--- src/rtl/bus_arbiter.sv ---
// Two-master round-robin arbiter merging instruction-fetch (m0) and load/store (m1)
// onto a single bus slave; the granted master is forwarded combinationally.
module bus_arbiter (
    input  logic        clk,
    input  logic        reset,

    input  logic        m0_valid,
    input  logic [31:0] m0_address,
    input  logic [3:0]  m0_wstrobe,
    input  logic [31:0] m0_wdata,
    output logic        m0_ready,
    output logic [31:0] m0_rdata,

    input  logic        m1_valid,
    input  logic [31:0] m1_address,
    input  logic [3:0]  m1_wstrobe,
    input  logic [31:0] m1_wdata,
    output logic        m1_ready,
    output logic [31:0] m1_rdata,

    output logic        s_valid,
    output logic [31:0] s_address,
    output logic [3:0]  s_wstrobe,
    output logic [31:0] s_wdata,
    input  logic        s_ready,
    input  logic [31:0] s_rdata
);

    typedef enum logic [1:0] {
        IDLE   = 2'd0,
        GRANT0 = 2'd1,
        GRANT1 = 2'd2
    } state_t;

    state_t      state_reg, state_next;
    logic        last_reg, last_next;

    logic [1:0]  req_valid;
    logic [31:0] req_address [2];
    logic [3:0]  req_wstrobe [2];
    logic [31:0] req_wdata   [2];
    logic [1:0]  req_ready;

    logic        grant_active;
    logic        grant_idx;
    logic        other_idx;

    assign req_valid      = {m1_valid, m0_valid};
    assign req_address[0] = m0_address;
    assign req_address[1] = m1_address;
    assign req_wstrobe[0] = m0_wstrobe;
    assign req_wstrobe[1] = m1_wstrobe;
    assign req_wdata[0]   = m0_wdata;
    assign req_wdata[1]   = m1_wdata;

    assign grant_active = (state_reg != IDLE);
    assign grant_idx    = (state_reg == GRANT1);
    assign other_idx    = ~grant_idx;

    always_ff @(posedge clk) begin
        if (!reset) begin
            state_reg <= IDLE;
            last_reg  <= 1'b1;
        end else begin
            state_reg <= state_next;
            last_reg  <= last_next;
        end
    end

    always_comb begin
        state_next = state_reg;
        last_next  = last_reg;
        s_valid    = 1'b0;
        s_address  = '0;
        s_wstrobe  = '0;
        s_wdata    = '0;

        case (state_reg)
            IDLE: begin
                // On a tie the master that did not complete last goes first.
                if (&req_valid)
                    state_next = last_reg ? GRANT0 : GRANT1;
                else if (req_valid[0])
                    state_next = GRANT0;
                else if (req_valid[1])
                    state_next = GRANT1;
            end
            GRANT0, GRANT1: begin
                s_valid   = req_valid[grant_idx];
                s_address = req_address[grant_idx];
                s_wstrobe = req_wstrobe[grant_idx];
                s_wdata   = req_wdata[grant_idx];
                if (req_valid[grant_idx] && s_ready) begin
                    // Hand over directly on completion so contention leaves no bubble.
                    last_next = grant_idx;
                    if (req_valid[other_idx])
                        state_next = other_idx ? GRANT1 : GRANT0;
                    else
                        state_next = IDLE;
                end else if (!req_valid[grant_idx]) begin
                    state_next = IDLE;
                end
            end
            default: state_next = IDLE;
        endcase
    end

    generate
        for (genvar gi = 0; gi < 2; gi++) begin : g_ready
            assign req_ready[gi] = grant_active && (grant_idx == 1'(gi)) && s_ready;
        end
    endgenerate

    assign m0_ready = req_ready[0];
    assign m1_ready = req_ready[1];
    assign m0_rdata = s_rdata;
    assign m1_rdata = s_rdata;

endmodule

--- config.mk ---
export PLATFORM = sky130hd
export DESIGN_NAME = bus_arbiter
export DESIGN_NICKNAME = d
export VERILOG_FILES = /design/src/rtl/bus_arbiter.sv
export SDC_FILE = /design/constraint.sdc
export NUM_CORES = 1
export LEC_CHECK = 0
export CAP_MARGIN = 20
export CORE_AREA = 2 2 120 122
export DETAILED_ROUTE_END_ITERATION = 6
export DIE_AREA = 0 0 122 124
export PLACE_DENSITY = 0.57
export SLEW_MARGIN = 20
export SYNTH_ARGS = -nofsm -noshare
export SYNTH_HDL_FRONTEND = slang
export SYNTH_SLANG_ARGS = --single-unit
--- constraint.sdc ---
create_clock -name clk -period 2.2 [get_ports clk]
set_clock_uncertainty 0.15 [all_clocks]
set_input_delay 0.55 -clock clk [delete_from_list [all_inputs] [get_ports clk]]
set_output_delay 0.55 -clock clk [all_outputs]
set_load 0.005 [all_outputs]
# --- Yosys cells after proc, flatten, opt, wreduce, memory -nomap -nowiden ---
# Index checks and enable logic that the tools add are counted.
classes:
  n_eq_ne: 4
  muxes: 26
  bitwise_logic: 2
  magnitude_cmp: 3
  n_reduce_logical: 11
ops:
  columns: ["cell", "n"]
  rows:
  - ["$mux W32", 8]
  - ["$mux W2", 8]
  - ["$mux W4", 4]
  - ["$reduce_and A2 Y1", 3]
  - ["$logic_and A1 B1 Y1", 5]
  - ["$mux W1", 5]
  - ["$lt A1 B2 Y1 const B", 2]
  - ["$ne A4 B4 Y1 const B", 1]
  - ["$pmux W2 S2", 1]
  - ["$ne A3 B3 Y1 const B", 1]
  - ["$eq A2 B1 Y1 const B", 1]
  - ["$eq A2 B2 Y1 const B", 1]
  - ["$ge A2 B2 Y1 const B", 1]
  - ["$logic_not A2 Y1", 1]
  - ["$not A1 Y2", 1]
  - ["$reduce_bool A2 Y1", 1]
  - ["$reduce_or A2 Y1", 1]
  - ["$not A1 Y1", 1]
word_totals:
  output_inout_bits: 135
  in_bits: 173
  elab_cells: 48
  ff_bits: 3

# --- Depth between registers and ports, before layout ---
# Gate-level depths: netlist of run 1.
depth:
  ltp_word: 7
  ltp_mapped: 8
  depth_no_buf: 6

# --- Least setup slack after synthesis of run 1 ---
# Ideal clock, no wire load.
synth_timing:
  path_type: "reg-to-output"
  from: "reg state_reg[1]"
  to: "out s_address[26]"
  setup_slack_ps: 303
  stages_incl_launch_ff: 6
  t_arrival_ps: 1197
  n_path_buf: 2
  t_required_ps: 1500
  cell_sequence: "dfxtp_1 -> inv_1 -> ha_1 -> buf_2 -> clkbuf_1 -> nor2b_1"
synth_between:
  elab_chain_len: 6
  elab_cells_between_ends: 8
  classes_between: "2 x eq/ne; 4 x mux; 1 x bitwise; 1 x reduce/logical"
synth_rtl:
  columns: ["element", "line", "rtl"]
  rows:
  - ["start, declared", "35", "state_t state_reg, state_next;"]
  - ["start signal, assigned", "65", "state_reg <= state_next;"]
  - ["$eq A2 B2 Y1", "57, 78", null]
  - ["$not A1 Y2 (not written as such)", "90", "s_address = req_address[grant_idx];"]
  - ["$mux W32 (not written as such) (3 in a row)", "90", null]
  - ["$mux W32 (*)", "78", "case (state_reg)"]
  - ["end, declared", "22", "output logic [31:0] s_address,"]
# Every way passes the cells marked *; elsewhere a longest branch is shown, timed or not. The select of a mux whose other input is x is not followed.

# --- Worst setup path in the final report of run 1 ---
layout_timing:
  from: "reg state_reg[0]"
  to: "out s_address[29]"
layout_between:
  elab_chain_len: 6
  elab_cells_between_ends: 8
  classes_between: "2 x eq/ne; 4 x mux; 1 x bitwise; 1 x reduce/logical"
layout_rtl:
  columns: ["element", "line", "rtl"]
  rows:
  - ["$eq A2 B2 Y1 (*)", "57", "assign grant_idx = (state_reg == GRANT1);"]
  - ["net grant_idx", "45", "logic grant_idx;"]
  - ["$not A1 Y2 (not written as such)", "90", null]
  - ["$mux W32 (not written as such) (3 in a row)", "90", null]
  - ["$mux W32 (*)", "78", null]
# Mark *: on every way through the listed nets, which the timed path passes. The rest lies on a longest branch. The select of a mux whose other input is x is not followed.

==> results by group, run 1 <==
Logic synthesis
  – Post-synth EDFFs: 0
  – Mux cell area share after synthesis: 35.77%
  – Register area share after synthesis: 3.111%
  – Post-Synth Adder-Cell Area: 2.592%
  – Post-synthesis net count: 427
  – Simple-Gate Fraction of Synth Area: 26.25%
  – Post-Synthesis Cells: 250
  – Largest family of logic cells by synthesized area: multiplexers
  – Synth Register Bits: 3
  – Synth Area in XOR/XNOR: 0%
  – Top_reg_cell synth: dfxtp_1
  – Synth area leader: mux2i_1
  – Commonest cells post-synth: mux2i_1, nor2b_1, buf_4
  – Compound-cell area share of the yosys netlist: 2.592%
  – Area contributors post-synth: mux2i_1, buf_4, nor2b_1
  – Synthesized area: 0.001931 mm^2
  – Cell variety after synth: 24
  – Synth top area share: 35.77%
  – Synth Warn #: 0
  – Mean Syn Cell Area: 7.722 um^2
  – Synth async-reset ratio: 0%
  – Most numerous cell in the Yosys netlist: mux2i_1

Pwr
  – Power density cells: 550.2 mW/mm^2
  – Total leakage power: 0.001824 uW
  – Design Power: 2435 uW
  – Peak supply drop: 0.2043 mV

Detailed routing
  – Iter 0 DRT Violations: 12
  – Post-detailed-routing wire length: 9.486 mm
  – Drt first pass iters: 4
  – Avg Vias per Cell: 3.900
  – Vias: 2387
  – Post-route ant nets: 0
  – Avg WL per Cell: 15.50 um
  – Residual DRC: 0

Clock tree
  – Clock sink count: 3
  – CTS max path bufs: 2
  – TritonCTS Buffers: 3
  – Clk_lat worst skew: 0.23 ns
  – H-tree Lvls: 1
  – CTS tree: built
  – Hold buffer count at cts: 0
  – CTS Root Cell: clkbuf_16
  – Clk pin slew, worst setup/hold paths: 0.03 ns

Floorplan
  – Die width: 122 um
  – Initial Utilization: 14.07%
  – I/O Pins: 308
  – CORE AREA: 0.01372 mm^2
  – Die Height: 124 um
  – Die ar.: 0.01513 mm^2
  – Row Count: 43

STA
  – FMAX: 421.9 MHz
  – RSZ-0062 raised after global routing: yes
  – Total negative slack: -3.502 ns
  – Fin. Hold Viols: 0
  – Worst Setup Slack, final: -0.1701 ns
  – Worst Tran Pin Value: 0.3066 ns
  – Slew Limit Fails: 0
  – Setup violators final: 64
  – Final period util: 107.7%
  – Slew headroom: 79.30%
  – Period minus WS final: 2.370 ns

Global routing
  – Vias in the first global route: 2444
  – First-pass GRT wire length: 12.84 mm
  – Initial antenna violation count: 0
  – Overall routing resource usage: 11.20%
  – GR Overflow Total: 0
  – Largest net degree at the start of global routing: 17

Layout
  – Syn-to-layout area delta: 129.2%
  – ANT cells: 0
  – Non-Filler Instances: 612
  – Share of cells above drive strength 1: 35.19%
  – Max reg flops: 2
  – Nets@finish: 610
  – Design Area, Final: 0.004425 mm^2

Critical path
  – Most common cell on crit path: buf_6
  – Crit path largest cell delay: 0.32 ns
  – CP max-delay cell: dfxtp_2
  – Critical path's top delay family: buffers and inverters
  – Startpoint Class: flip-flop
  – Worst flop-to-flop path startpoint: state_reg[0]
  – Worst path cell trace: inv_4 > ha_4 > buf_6 > buf_4 > buf_6 > mux2i_1 > nor2b_1 > dlygate4sd2_1
  – Buf+Inv Stages, Crit Path: 5
  – Crit path DAT: 1.67 ns
  – Worst setup EP type: output port
  – Levels on crit path: 8
  – FF-to-FF setup slack: 0.10 ns
  – R2R depth: 10
  – WP data required: 1.50 ns
  – WS Path Type: reg2out
  – CP Max Fanout: 4
  – Reg2reg end: state_reg[0]

Run
  – Max Cap Viol: 0

Place
  – Dpl cells: 577
  – DP HPWL: 6.576 mm
  – IO Port Bufs: 211
  – Area after DPL: 0.003899 mm^2
  – DP Worst Slack: -0.3271 ns
  – Placer Congestion: 0.7057

Min path
  – Hold Crit Start: last_reg
  – Min-Delay Endpoint: last_reg
  – Hold Path Depth: 2
  – Worst min-delay path category: reg2reg

Outcome
  – Status: complete, but fails checks
  – Violated checks: negative setup slack
## cell families after synthesis
group,count (synthesis)
DFF,3
muxes,69
adders and majority gates,4
AOI/OAI and AO/OA,8
buffers and inverters,85
and+or+nand+nor,81
## final cells by class
class	instances	area [um^2]
multi-input combinational	162	1504
tap	180	225.2
fill	1450	9294
clock buffer	4	78.83
sequential	3	65.06
inverter	5	33.78
timing repair buffer	258	2519
## tightest hold or removal path, delay by kind of cell (launching register included)
family	cells	cell delay, ns
flip-flops	1	0.32
AO/OA/AOI/OAI	2	0.17
## placed cells by master (no fill, tap or decap), types with 2 or more instances in the layout
| cell | n |
|---|---|
| buf_12 | 14 |
| buf_16 | 7 |
| buf_2 | 59 |
| buf_4 | 19 |
| buf_6 | 7 |
| clkbuf_16 | 3 |
| clkbuf_2 | 2 |
| clkdlybuf4s15_1 | 2 |
| clkdlybuf4s50_1 | 138 |
| dlygate4sd2_1 | 8 |
| ha_4 | 3 |
| inv_1 | 2 |
| mux2i_1 | 55 |
| mux2i_2 | 7 |
| mux2i_4 | 7 |
| nand2_1 | 3 |
| nor2b_1 | 56 |
| nor2b_2 | 8 |
| nor2b_4 | 4 |
| o21ai_0 | 3 |
| o22ai_1 | 2 |
## report_power, final
group          switching [uW]  internal [uW]
registers                8.60           64.8
clock network            58.5            240
logic                     754           1310
## per-layer routing
layer / up-vias / global-route usage (%) / share of wire (%)
li1: 1129 / - / -
met1: 1093 / 11.94 / 36
met4: 0 / 4.310 / 2.5
met3: 29 / 1.740 / 8.2
met5: - / 0 / 0
met2: 136 / 21.96 / 54
## stage by stage
stage	utilization, %	hold slack [ns]
5_1_grt	32.26	0.4170
2_1_floorplan	-	0.3135
6_report	32.26	0.3822
4_1_cts	31.47	0.3582
3_3_place_gp	28.42	0.3454
3_5_place_dp	28.42	0.3479
## repair_timing
action / 4_1_cts / 5_1_grt
pin swaps: 3 / 1
setup buffers: 20 / 8
gates cloned: 10 / 0
gates resized for setup: 305 / 30
endpoints found under the setup margin: 71 / 70
## worst max path at each step
stage,from,end,slack [ns]
2_1_floorplan,state_reg[1],s_address[26],0.30
3_3_place_gp,m0_wdata[9],s_wdata[9],-0.35
3_5_place_dp,m0_wdata[9],s_wdata[9],-0.33
4_1_cts,state_reg[0],s_wdata[28],-0.16
5_1_grt,state_reg[0],s_address[31],-0.21
6_report,state_reg[0],s_address[29],-0.17
Note: power is estimated with default switching activity, not from simulation.
==> run 2: changes to the inputs <==
--- a/config.mk
+++ b/config.mk
@@ -5,7 +5,6 @@
 export SDC_FILE = /design/constraint.sdc
 export NUM_CORES = 1
 export LEC_CHECK = 0
-export CAP_MARGIN = 20
 export CORE_AREA = 2 2 120 122
 export DETAILED_ROUTE_END_ITERATION = 6
 export DIE_AREA = 0 0 122 124
==> results of run 2 <==
The final DEF is identical to that of run 1; final timing and power are the same.
